<file path="src/rtl/ifetch.sv">
// rtl/ifetch.sv - PC, req/ack instruction fetch and decode FIFO feeding ctrl
// Optional misaligned-redirect trap/halt: define IFETCH_MISALIGN_TRAP_EN.
module ifetch #(
    parameter logic [31:0] RESET_PC   = 32'h0000_0000,
    parameter int          FIFO_DEPTH = 2
) (
    input  logic        clk_i,
    input  logic        rst_i,
    output logic        imem_req_o,
    output logic [31:0] imem_addr_o,
    input  logic        imem_ack_i,
    input  logic [31:0] imem_rdata_i,
    input  logic        PCSrc_i,
    input  logic [31:0] pc_target_i,
    input  logic        dec_ready_i,
    output logic        dec_valid_o,
    output logic [31:0] instr_o,
    output logic [31:0] instr_pc_o,
    output logic [6:0]  op_o,
    output logic [2:0]  funct3_o,
    output logic        funct7_o,
    output logic        misalign_o
);
    localparam int AW = $clog2(FIFO_DEPTH);
    localparam int CW = AW + 1;
    localparam logic [CW-1:0] DEPTH_C = CW'(FIFO_DEPTH);

    typedef enum logic [1:0] {S_IDLE, S_BUSY, S_DROP} state_e;

    state_e        state_q, state_d;
    logic [31:0]   fetch_pc_q, fetch_pc_d;
    logic [31:0]   drop_pc_q, drop_pc_d;
    logic [CW-1:0] count_q, count_d;
    logic [AW-1:0] rd_ptr_q, rd_ptr_d, wr_ptr_q, wr_ptr_d;
    logic          misalign_q, misalign_d;
    logic [31:0]   instr_mem [FIFO_DEPTH];
    logic [31:0]   pc_mem    [FIFO_DEPTH];
    logic          push, pop, halted;
    logic [31:0]   redirect_pc;

`ifdef IFETCH_MISALIGN_TRAP_EN
    assign redirect_pc = pc_target_i;
    assign misalign_d  = misalign_q | (PCSrc_i & (pc_target_i[1:0] != 2'b00));
`else
    assign redirect_pc = pc_target_i & 32'hFFFF_FFFC;
    assign misalign_d  = 1'b0;
`endif
    assign halted = misalign_q;

    // A redirect wins over both the response and the consumer in the same cycle.
    assign push = (state_q == S_BUSY) && imem_ack_i && !PCSrc_i;
    assign pop  = dec_valid_o && dec_ready_i && !PCSrc_i;

    always_comb begin
        state_d    = state_q;
        fetch_pc_d = fetch_pc_q;
        drop_pc_d  = drop_pc_q;
        count_d    = count_q;
        rd_ptr_d   = rd_ptr_q;
        wr_ptr_d   = wr_ptr_q;
        if (PCSrc_i) begin
            count_d    = '0;
            rd_ptr_d   = '0;
            wr_ptr_d   = '0;
            fetch_pc_d = redirect_pc;
        end else begin
            if (push) begin
                wr_ptr_d   = wr_ptr_q + AW'(1);
                fetch_pc_d = fetch_pc_q + 32'd4;
            end
            if (pop) begin
                rd_ptr_d = rd_ptr_q + AW'(1);
            end
            if (push && !pop) begin
                count_d = count_q + CW'(1);
            end else if (pop && !push) begin
                count_d = count_q - CW'(1);
            end
        end
        case (state_q)
            S_IDLE: begin
                if (!PCSrc_i && !halted && (count_q < DEPTH_C)) begin
                    state_d = S_BUSY;
                end
            end
            S_BUSY: begin
                if (PCSrc_i) begin
                    if (imem_ack_i) begin
                        state_d = S_IDLE;
                    end else begin
                        state_d   = S_DROP;
                        drop_pc_d = fetch_pc_q;
                    end
                end else if (imem_ack_i) begin
                    state_d = (count_d < DEPTH_C) ? S_BUSY : S_IDLE;
                end
            end
            S_DROP: begin
                if (imem_ack_i) begin
                    state_d = S_IDLE;
                end
            end
            default: state_d = S_IDLE;
        endcase
    end

    always_ff @(posedge clk_i or posedge rst_i) begin
        if (rst_i) begin
            state_q    <= S_IDLE;
            fetch_pc_q <= RESET_PC;
            drop_pc_q  <= RESET_PC;
            count_q    <= '0;
            rd_ptr_q   <= '0;
            wr_ptr_q   <= '0;
            misalign_q <= 1'b0;
        end else begin
            state_q    <= state_d;
            fetch_pc_q <= fetch_pc_d;
            drop_pc_q  <= drop_pc_d;
            count_q    <= count_d;
            rd_ptr_q   <= rd_ptr_d;
            wr_ptr_q   <= wr_ptr_d;
            misalign_q <= misalign_d;
        end
    end

    // Storage needs no reset: reads are masked by dec_valid_o.
    always_ff @(posedge clk_i) begin
        if (push) begin
            instr_mem[wr_ptr_q] <= imem_rdata_i;
            pc_mem[wr_ptr_q]    <= fetch_pc_q;
        end
    end

    assign imem_req_o  = (state_q != S_IDLE);
    assign imem_addr_o = (state_q == S_DROP) ? drop_pc_q : fetch_pc_q;
    assign dec_valid_o = (count_q != '0);
    assign instr_o     = dec_valid_o ? instr_mem[rd_ptr_q] : 32'h0;
    assign instr_pc_o  = dec_valid_o ? pc_mem[rd_ptr_q] : 32'h0;
    assign op_o        = instr_o[6:0];
    assign funct3_o    = instr_o[14:12];
    assign funct7_o    = instr_o[30];
    assign misalign_o  = misalign_q;
endmodule

</file>
<file path="config.mk">
export PLATFORM = sky130hd
export DESIGN_NAME = ifetch
export DESIGN_NICKNAME = d
export VERILOG_FILES = /design/src/rtl/ifetch.sv
export SDC_FILE = /design/constraint.sdc
export NUM_CORES = 1
export LEC_CHECK = 0
export CORE_ASPECT_RATIO = 0.7
export CORE_MARGIN = 2
export CORE_UTILIZATION = 55
export CTS_CLUSTER_DIAMETER = 150
export DETAILED_ROUTE_END_ITERATION = 6
export PLACE_DENSITY_LB_ADDON = 0.15
export SETUP_SLACK_MARGIN = 0.2
export SLEW_MARGIN = 20
export SYNTH_ARGS = -nofsm -noshare
export SYNTH_HDL_FRONTEND = slang
export SYNTH_SLANG_ARGS = --single-unit
</file>
<file path="constraint.sdc">
create_clock -name clk_i -period 14.4 [get_ports clk_i]
set_clock_uncertainty 0.15 [all_clocks]
set_input_delay 1.44 -clock clk_i [delete_from_list [all_inputs] [get_ports clk_i]]
set_output_delay 1.44 -clock clk_i [all_outputs]
set_load 0.05 [all_outputs]
</file>
==> results of run 1 <==
-- metrics by stage --
stage	total power [mW]	area, sq um	hold WS (ns)
after floorplan	1.33	8380	0.287
after global placement	1.57	10100	0.336
after detailed placement	1.59	10100	0.343
after CTS	2.06	10700	0.358
after global routing	2.13	10700	0.367
final	2.04	10700	0.355
-- cell type report --
| cell class | count | area, sq um |
|---|---|---|
| Tap cell | 195 | 244 |
| Clock inverter | 15 | 166 |
| Multi-Input combinational cell | 375 | 2730 |
| Inverter | 8 | 30.0 |
| Timing Repair Buffer | 178 | 1760 |
| Sequential cell | 190 | 5380 |
| Fill cell | 963 | 4030 |
| Clock buffer | 17 | 425 |
-- worst register-to-register path: stages (launching register included) --
cell and delay [ns]:
dfrtp_1 0.48, nand3b_1 0.59, or3_1 0.74, or3_1 0.47
a221o_1 0.30
-- registers in the layout (all words and copies together), names as in the netlist --
signal / flops
count_q: 2
drop_pc_q: 30
fetch_pc_q: 30
instr_mem: 64
pc_mem: 60
rd_ptr_q: 1
state_q: 2
wr_ptr_q: 1
-- metal layers --
layer | track usage (%) | part of all wire, %
met1 | 30.6 | 44
met2 | 36.8 | 47
met3 | 5.66 | 7.9
met4 | 6.61 | 1.3
met5 | 0 | 0
-- synth_stat cells, types with 3 or more instances --
master / n
nand4_1: 7
nor2_1: 83
buf_1: 8
clkbuf_1: 19
o211ai_1: 4
xnor2_1: 9
buf_4: 16
o311ai_0: 5
mux2i_1: 63
nor3_1: 4
or4_1: 12
dfrtp_1: 66
o31ai_1: 8
nand3_1: 14
inv_1: 7
or2_2: 3
or3_1: 5
xor2_1: 5
and3_1: 3
a31oi_1: 10
edfxtp_1: 124
o21ai_0: 14
mux2_2: 61
nand2_1: 29
buf_2: 6
-- report_power, final --
group          internal, mW  switching, mW
Sequential            0.660         0.0822
Combinational         0.306          0.526
Clock                 0.272          0.197
Total                  1.24          0.806
-- worst max-delay path by stage --
| stage | depth (start not counted) | to | slack, ns |
|---|---|---|---|
| after floorplan | 4 | instr_mem[1][0]$_DFFE_PP_ | 7.12 |
| after global placement | 6 | drop_pc_q[24]$_DFFE_PP0P_ | 9.09 |
| after detailed placement | 6 | drop_pc_q[12]$_DFFE_PP0P_ | 8.93 |
| after CTS | 6 | drop_pc_q[12]$_DFFE_PP0P_ | 9.37 |
| after global routing | 6 | drop_pc_q[12]$_DFFE_PP0P_ | 9.45 |
| final | 6 | drop_pc_q[12]$_DFFE_PP0P_ | 9.65 |
-- cell usage in the layout (no fill, tap or decap), drive strengths merged, types with 10 or more instances in the layout --
cell type	netlist	layout
or4	14	14
nand2	29	29
clkbuf	19	17
o21ai	14	14
edfxtp	124	124
nand3	15	15
mux2	61	61
clkdlybuf4s50	0	171
inv	7	11
nor2	83	83
a31oi	10	10
dfrtp	66	66
mux2i	63	63
-- kinds of logic (layout without fill, tap and decap cells) --
logic type	count (synthesis)	in the layout	synth area share (%)
buf+inv	59	218	3.61
other cells	1	5	0.0448
flops	190	190	64.3
mux	124	124	15.8
xor+xnor	14	14	1.47
fa+ha+maj	2	2	0.299
simple gates	180	180	10.5
compound gates	50	50	4.08
==> impl_results.md, run 1 <==
- Slew Viols, Final: 0
- Antenna violations before repair: 0
- RSZ-0062 raised after global routing: no
- Status: complete, no violations
- Vias: 5545
- Fin crit share: 33.0%
- Buf+Inv Stages, Crit Path: 4
- CTS Hold Bufs: 0
- CTS tree: done
- Die area: between 15000 and 20000 sq um
- Synthesized netlist cell count: between 600 and 700
- Share of cells above drive strength 1: 14.0%
- Setup Buffers After CTS: 0
- Top post-synthesis cells by area: edfxtp_1 (45%), dfrtp_1 (20%), mux2_2 (8.2%)
- Largest net degree at the start of global routing: 67
- All-Layer GR Usage: 22.7%
- Antenna Cells: 0
- Cell Pwr Density: 190 nW/um^2
- Setup_tns: 0 ns
- Top FF cell, synth: edfxtp_1
- Worst Max-Slew Pin Slew: 1.10 ns
- Clock buffer depth: 2
- Placed cell count: 946
- Setup-failing EPs final: 0
- Yosys top cell area share: 44.5%
- VDD IR max: 0.128 mV
- Ys Warns: 0
- Finished Layout Cells: 978
- R2R Setup Slk: 11.56 ns
- Placer Congestion: 0.811
- Place WS: 8.93 ns
- Most frequent CP cell: buf_4
- Synth async-reset ratio: 34.7%
- Core Rows: 37
- CTS buffer count: 17
- Drt total wl: 18.0 mm
- Root Buffer: clkbuf_16
- Seq cells post-synth: 190
- Skew-Pair Late Insertion Delay: 0.43 ns
- Leak pwr: approximately 3.8 nW
- Worst setup SP type: primary input
- Buffers on Ports: around 170
- Launch point of the worst path: PCSrc_i
- Number of global-route vias before repair: 5359
- Hold path cells: 1
- Clock transition at the registers of the reported paths: 0.06 ns
- Starting Density: 56.6%
- Area leader, netlist: edfxtp_1
- Die Span Y: approximately 110 um
- Area of the core: 14800 sq um
- Pre-Repair DR Iteration Count: 5
- Crit path largest cell delay: 0.92 ns
- Routed wire length per instance: between 15 and 20 um
- DPL Wire Length: 11.7 mm
- Synth-to-layout area growth: 28.4%
- First-pass GRT wire length: 27.7 mm
- Max-Cap Viols: 0
- FF-to-FF End: fetch_pc_q[27]$_DFFE_PP0N_
- Post-route ant nets: 0
- Final nets: 841
- Final WS setup: 9.65 ns
- Crit Path Category: in -> reg
- Gr ovfl total: 0
- Min Tclk post-route: between 4 and 5 ns
- Hold worst-path end: drop_pc_q[10]$_DFFE_PP0P_
- Hold Vio Cnt, Final: 0
- Reg2Reg Depth: 4
- Critical path fanouts, max: 52
- DR vias/cell: 5.67
- Worst r2r src: state_q[1]$_DFFE_PP0P_
- Relative slew slack: 26.7%
- Hold Path Class: reg -> reg
- Worst path arrival time: 4.91 ns
- Worst Path Required: 14.56 ns
- Critical path's slowest cell: nor4b_4
- Syn Std Cell Area: between 8000 and 9000 sq um
- Synth unique cells: 52
- Post_cts resized: 0
- CTS sink count: 190
- CP Cell Sequence: clkdlybuf4s50_1 -> buf_4 -> clkinv_1 -> nor4b_4 -> buf_4 -> mux2_2
- Sequential fraction of the synthesis area: 64.3%
- Crit. End Element: flop
- Die width: 151 um
- Util after Layout: 72.7%
- Post-synth EDFFs: 124
- F_max: 210 MHz
- Mean post-synth cell area: 13.5 sq um
- Iter 0 DRT Violations: 405
- CTS H-tree lvls: 4
- Crit path max-delay family: buffers and inverters
- Hold_sp: drop_pc_q[10]$_DFFE_PP0P_
- I/O pin count: 179
- Drt drc: 0
No activity file was read; power rests on OpenSTA's default activity.
==> run 2: changes to the inputs <==
--- a/config.mk
+++ b/config.mk
@@ -7,7 +7,7 @@
 export LEC_CHECK = 0
 export CORE_ASPECT_RATIO = 0.7
 export CORE_MARGIN = 2
-export CORE_UTILIZATION = 55
+export CORE_UTILIZATION = 51
 export CTS_CLUSTER_DIAMETER = 150
 export DETAILED_ROUTE_END_ITERATION = 6
 export PLACE_DENSITY_LB_ADDON = 0.15
==> constraint.sdc (replaced) <==
create_clock -name clk_i -period 4.45 [get_ports clk_i]
set_clock_uncertainty 0.15 [all_clocks]
set_input_delay 0.445 -clock clk_i [delete_from_list [all_inputs] [get_ports clk_i]]
set_output_delay 0.445 -clock clk_i [all_outputs]
set_load 0.05 [all_outputs]
==> run 2 against run 1 <==
Total power rose to 3.3 times the previous value. Sequential cell count did not move. Worst hold slack got worse by 0.036 ns. Combinational power rose to 3.3 times the previous value. Critical endpoint is now op_o[0]. Largest power group unchanged.
==> impl_results.md, run 2 (synthesized netlist as in run 1, its figures left out) <==
- CTS tree: done
- Buf+Inv Stages, Crit Path: 3
- Clock transition at the registers of the reported paths: 0.07 ns
- Drt total wl: 18.5 mm
- F_max: 294 MHz
- Largest net degree at the start of global routing: 63
- Die width: 157 um
- Post-route ant nets: 0
- Hold Vio Cnt, Final: 0
- Die Span Y: approximately 110 um
- Setup Buffers After CTS: 0
- Placer Congestion: between 0.8 and 0.9
- DPL Wire Length: roughly 12 mm
- Root Buffer: clkbuf_16
- Cell-internal power: 4.09 mW
- Antenna violations before repair: 0
- Leak pwr: 3.81 nW
- Commonest non-fill, non-tap cell in the layout: clkdlybuf4s50_1
- R2R Setup Slk: 1.72 ns
- Top Registers: instr_mem: 64 flops, pc_mem: 60 flops
- Hold WS: 0.319 ns
- Vias: 5510
- DR vias/cell: 5.44
- Register area: 5380 sq um
- Max-Cap Viols: 0
- Hold Path Class: in -> async
- VDD IR max: approximately 0.30 mV
- Worst Path Required: just under 4 ns
- Flop pwr share: 34.9%
- Clock share of power: 24.0%
- Relative slew slack: about 37%
- Fin crit share: roughly 76%
- Crit path largest cell delay: 0.71 ns
- Crit. End Element: output port
- Total Power: 6.74 mW
- RSZ-0062 raised after global routing: no
- Gr ovfl total: 0
- Crit path max-delay family: buffers and inverters
- CP Cell Sequence: inv_1 -> ha_2 -> buf_4 -> nor2_1 -> clkdlybuf4s50_1
- Skew-Pair Late Insertion Delay: 0.43 ns
- Critical path's slowest cell: clkdlybuf4s50_1
- Worst Max-Slew Pin Slew: approximately 0.94 ns
- CTS sink count: 190
- Min Tclk post-route: between 3 and 4 ns
- Buffers on Ports: 171
- Psw: 2.65 mW
- Die area: ~17000 sq um
- I/O pin count: 179
- Max reg flops: 64
- Number of global-route vias before repair: 5517
- Setup-failing EPs final: 0
- Crit Path Category: reg -> out
- Share of cells above drive strength 1: about 15%
- Finished Layout Cells: around 1000
- Drt drc: 0
- Reg2Reg Depth: 5
- Fill cells: 1190
- Pre-Repair DR Iteration Count: 5
- Iter 0 DRT Violations: 545
- Final nets: 845
- Post_cts resized: 0
- CTS Hold Bufs: 0
- Worst path arrival time: 2.81 ns
- Slew Viols, Final: 0
- FF-to-FF End: fetch_pc_q[22]$_DFFE_PP0N_
- Starting Density: 51.6%
- Most frequent cells in the layout: clkdlybuf4s50_1 (170), edfxtp_1 (124), nor2_1 (83)
- First-pass GRT wire length: 28.8 mm
- Clock buffer depth: 2
- Worst setup SP type: flop
- Antenna Cells: 0
- Synth-to-layout area growth: 29.8%
- Status: complete, no violations
- Cell Pwr Density: between 600 and 700 nW/um^2
- Comb pwr share: between 40% and 50%
- Core Rows: 39
- CTS H-tree lvls: 4
- Area taken by multi-input logic gates: 2730 sq um
- Area of the core: 16200 sq um
- Critical path fanouts, max: 31
- Biggest register: instr_mem
- All-Layer GR Usage: 21.7%
- Placed cell count: 980
- Switching fraction of total power: 39.4%
- Worst r2r src: fetch_pc_q[3]$_DFFE_PP0N_
- Setup_tns: 0 ns
- Routed wire length per instance: 18.3 um
- CTS buffer count: 17
==> run 2: area by class of cell <==
class	count	area share, %
Sequential cell	190	49.5
Clock inverter	15	1.90
Tap cell	225	2.59
Timing Repair Buffer	182	16.6
Multi-Input combinational cell	375	25.2
Clock buffer	17	3.92
Inverter	8	0.288
==> run 2: worst max path at each step <==
stage / startpoint / end / slack [ns] / cells after the start
after floorplan: PCSrc_i / instr_mem[0][0]$_DFFE_PP_ / 0.36 / 4
after global placement: imem_ack_i / fetch_pc_q[22]$_DFFE_PP0N_ / 1.50 / 5
after detailed placement: imem_ack_i / fetch_pc_q[22]$_DFFE_PP0N_ / 1.41 / 5
after CTS: count_q[1]$_DFF_PP0_ / op_o[0] / 1.02 / 5
after global routing: count_q[1]$_DFF_PP0_ / instr_o[0] / 0.92 / 5
final: count_q[1]$_DFF_PP0_ / op_o[0] / 1.05 / 5
==> run 2: routing by layer <==
layer / share of wire, % / vias to the layer above / global-route usage, %
li1: - / 2584 / -
met1: 46 / 2701 / 30.3
met2: 45 / 210 / 33.7
met3: 7.3 / 15 / 6.06
met4: 1.0 / 0 / 5.64
met5: 0 / - / 0
==> run 2: power by group through the flow <==
stage               logic [mW]  registers [mW]  clock network, mW
floorplan                 2.03            2.27                  0
global placement          2.75            2.37                  0
detailed placement        2.79            2.39                  0
CTS                       2.80            2.36               1.65
global route              2.91            2.39               1.71
finish                    2.77            2.35               1.62
==> run 2: stage by stage <==
step | setup slack [ns] | area (sq um) | util [%]
final | 1.05 | 10900 | 67.0
after global routing | 0.924 | 10900 | 67.0
after CTS | 1.02 | 10900 | 67.0
after global placement | 1.50 | 10200 | 63.1
after floorplan | 0.360 | 8390 | -
after detailed placement | 1.41 | 10200 | 63.1
==> run 3: changes to the inputs <==
==> constraint.sdc (replaced) <==
create_clock -name clk_i -period 3.2 [get_ports clk_i]
set_clock_uncertainty 0.15 [all_clocks]
set_input_delay 0.32 -clock clk_i [delete_from_list [all_inputs] [get_ports clk_i]]
set_output_delay 0.32 -clock clk_i [all_outputs]
set_load 0.05 [all_outputs]
==> run 3 against run 2 <==
First-iteration DRC count fell by 37%. Die area unchanged. Design area is 0.79% higher. Wire length is 2.5% higher. Non-clock buffer count increased by 7. Critical path depth down 1. Sequential share of layout area fell by 0.39 points. Core utilization rose by 0.53 points. Via count up 1.2%. Total power up 39%. Global-route usage up 0.63 points. Combinational power is 41% higher.
==> impl_results.md, run 3 (synthesized netlist as in run 1, its figures left out) <==
- Status: complete, no violations
- Biggest register: instr_mem
- VDD IR max: 0.456 mV
- CTS sink count: 190
- Post-route ant nets: 0
- Skew-Pair Late Insertion Delay: 0.43 ns
- Placer Congestion: 0.786
- Setup_tns: 0 ns
- Crit Path Category: reg -> out
- Comb pwr share: 41.9%
- Die Span Y: 111 um
- Hold Vio Cnt, Final: 0
- Antenna violations before repair: 0
- Largest net degree at the start of global routing: 66
- Fin crit share: 90.6%
- Cell-internal power: 5.61 mW
- Top Registers: instr_mem: 64 flops, pc_mem: 60 flops
- Commonest non-fill, non-tap cell in the layout: edfxtp_1
- CTS Hold Bufs: 0
- Cell Pwr Density: 854 nW/um^2
- Die width: 157 um
- Critical path's slowest cell: clkdlybuf4s50_1
- Critical path fanouts, max: 31
- Share of cells above drive strength 1: between 10% and 20%
- Setup-failing EPs final: 0
- Antenna Cells: 0
- Starting Density: roughly 52%
- Slew Viols, Final: 0
- DPL Wire Length: 12.2 mm
- First-pass GRT wire length: 29.7 mm
- Crit path max-delay family: buffers and inverters
- Crit. End Element: output port
- Worst setup SP type: flop
- Core Rows: 39
- Area of the core: 16200 sq um
- Switching fraction of total power: ~40%
- Worst Max-Slew Pin Slew: 0.861 ns
- CTS buffer count: 17
- Die area: between 15000 and 20000 sq um
- Final nets: about 850
- I/O pin count: roughly 180
- Gr ovfl total: 0
- Buffers on Ports: 171
- RSZ-0062 raised after global routing: no
- Relative slew slack: 42.5%
- Iter 0 DRT Violations: 342
- Min Tclk post-route: 2.90 ns
- Drt drc: 0
- Hold Path Class: in -> reg
- Clock buffer depth: 2
- Pre-Repair DR Iteration Count: 5
- Most frequent cells in the layout: edfxtp_1 (124), clkdlybuf4s50_1 (110), nor2_1 (83)
- Drt total wl: 19.0 mm
- Max-Cap Viols: 0
- Routed wire length per instance: approximately 19 um
- Leak pwr: 4.36 nW
- DR vias/cell: 5.47
- Buf+Inv Stages, Crit Path: 2
- Worst path arrival time: 2.43 ns
- Synth-to-layout area growth: 30.9%
- CTS tree: done
- F_max: 345 MHz
- Worst Path Required: approximately 2.7 ns
- Psw: 3.73 mW
- Vias: 5576
- Root Buffer: clkbuf_16
- All-Layer GR Usage: 22.3%
- Fill cells: 1203
- Clock transition at the registers of the reported paths: 0.07 ns
- Hold WS: 0.192 ns
- Crit path largest cell delay: around 0.80 ns
- CP Cell Sequence: buf_16 -> mux2i_1 -> nor2_1 -> clkdlybuf4s50_1
- Max reg flops: 64
- Clock share of power: 23.5%
- CTS H-tree lvls: 4
- Number of global-route vias before repair: 5571
- Flop pwr share: 34.7%
-- run 3: power by group through the flow --
stage / logic, mW / registers, mW / clock network, mW
5_1_grt: 4.11 / 3.30 / 2.33
3_3_place_gp: 3.76 / 3.36 / 0
4_1_cts: 3.97 / 3.24 / 2.22
3_5_place_dp: 3.80 / 3.39 / 0
6_report: 3.91 / 3.24 / 2.19
2_1_floorplan: 2.83 / 3.16 / 0
-- run 3: repair_timing --
action	in CTS	in global routing
setup buffers	2	0
endpoints found under the setup margin	73	30
pin swaps	0	0
resized for setup	0	30
-- run 3: area by class of cell --
cell class | instances | area, sq um | share of cell area (%)
tap | 225 | 282 | 2.57
sequential | 190 | 5380 | 49.1
inverter | 8 | 30.0 | 0.274
clock inverter | 15 | 184 | 1.68
multi-input combinational | 375 | 2730 | 25.0
clock buffer | 17 | 425 | 3.89
timing repair buffer | 189 | 1910 | 17.5
-- run 3: per-stage QoR --
stage	power, mW	setup slack, ns	util (%)	cell area, sq um	instances
final	9.35	0.301	67.6	10900	1019
after global routing	9.74	0.201	67.6	10900	1019
after CTS	9.43	0.238	67.1	10900	1019
after detailed placement	7.19	0.307	63.0	10200	985
after global placement	7.12	0.347	63.0	10200	985
after floorplan	5.99	0.195	-	8420	624
-- run 3: worst reg2reg max path: stages (launching register included) --
cell and delay (ns):
dfrtp_1 0.54, ha_1 0.23, nand4b_1 0.13, or4_1 0.85, or4_1 0.58, a31oi_1 0.17
-- run 3: path summary, 6_finish.rpt --
| check | from | endpoint | slack (ns) | depth (start not counted) |
|---|---|---|---|---|
| max | rd_ptr_q$_DFFE_PP0P_ | instr_o[26] | 0.30 | 4 |
| min | PCSrc_i | fetch_pc_q[20]$_DFFE_PP0N_ | 0.19 | 3 |
| max reg2reg | fetch_pc_q[3]$_DFFE_PP0N_ | fetch_pc_q[22]$_DFFE_PP0N_ | 0.47 | 5 |
| min reg2reg | drop_pc_q[9]$_DFFE_PP0P_ | drop_pc_q[9]$_DFFE_PP0P_ | 0.36 | 1 |
| max in group asynchronous | rst_i | fetch_pc_q[8]$_DFFE_PP0N_ | 1.99 | 3 |
| min in group asynchronous | rst_i | drop_pc_q[3]$_DFFE_PP0P_ | 0.23 | 2 |
-- run 3: routing by layer --
layer | part of all wire, % | global-route usage (%)
met5 | 0 | 0
met1 | 47 | 33.4
met3 | 6.6 | 5.32
met4 | 1.4 | 6.48
met2 | 45 | 32.5
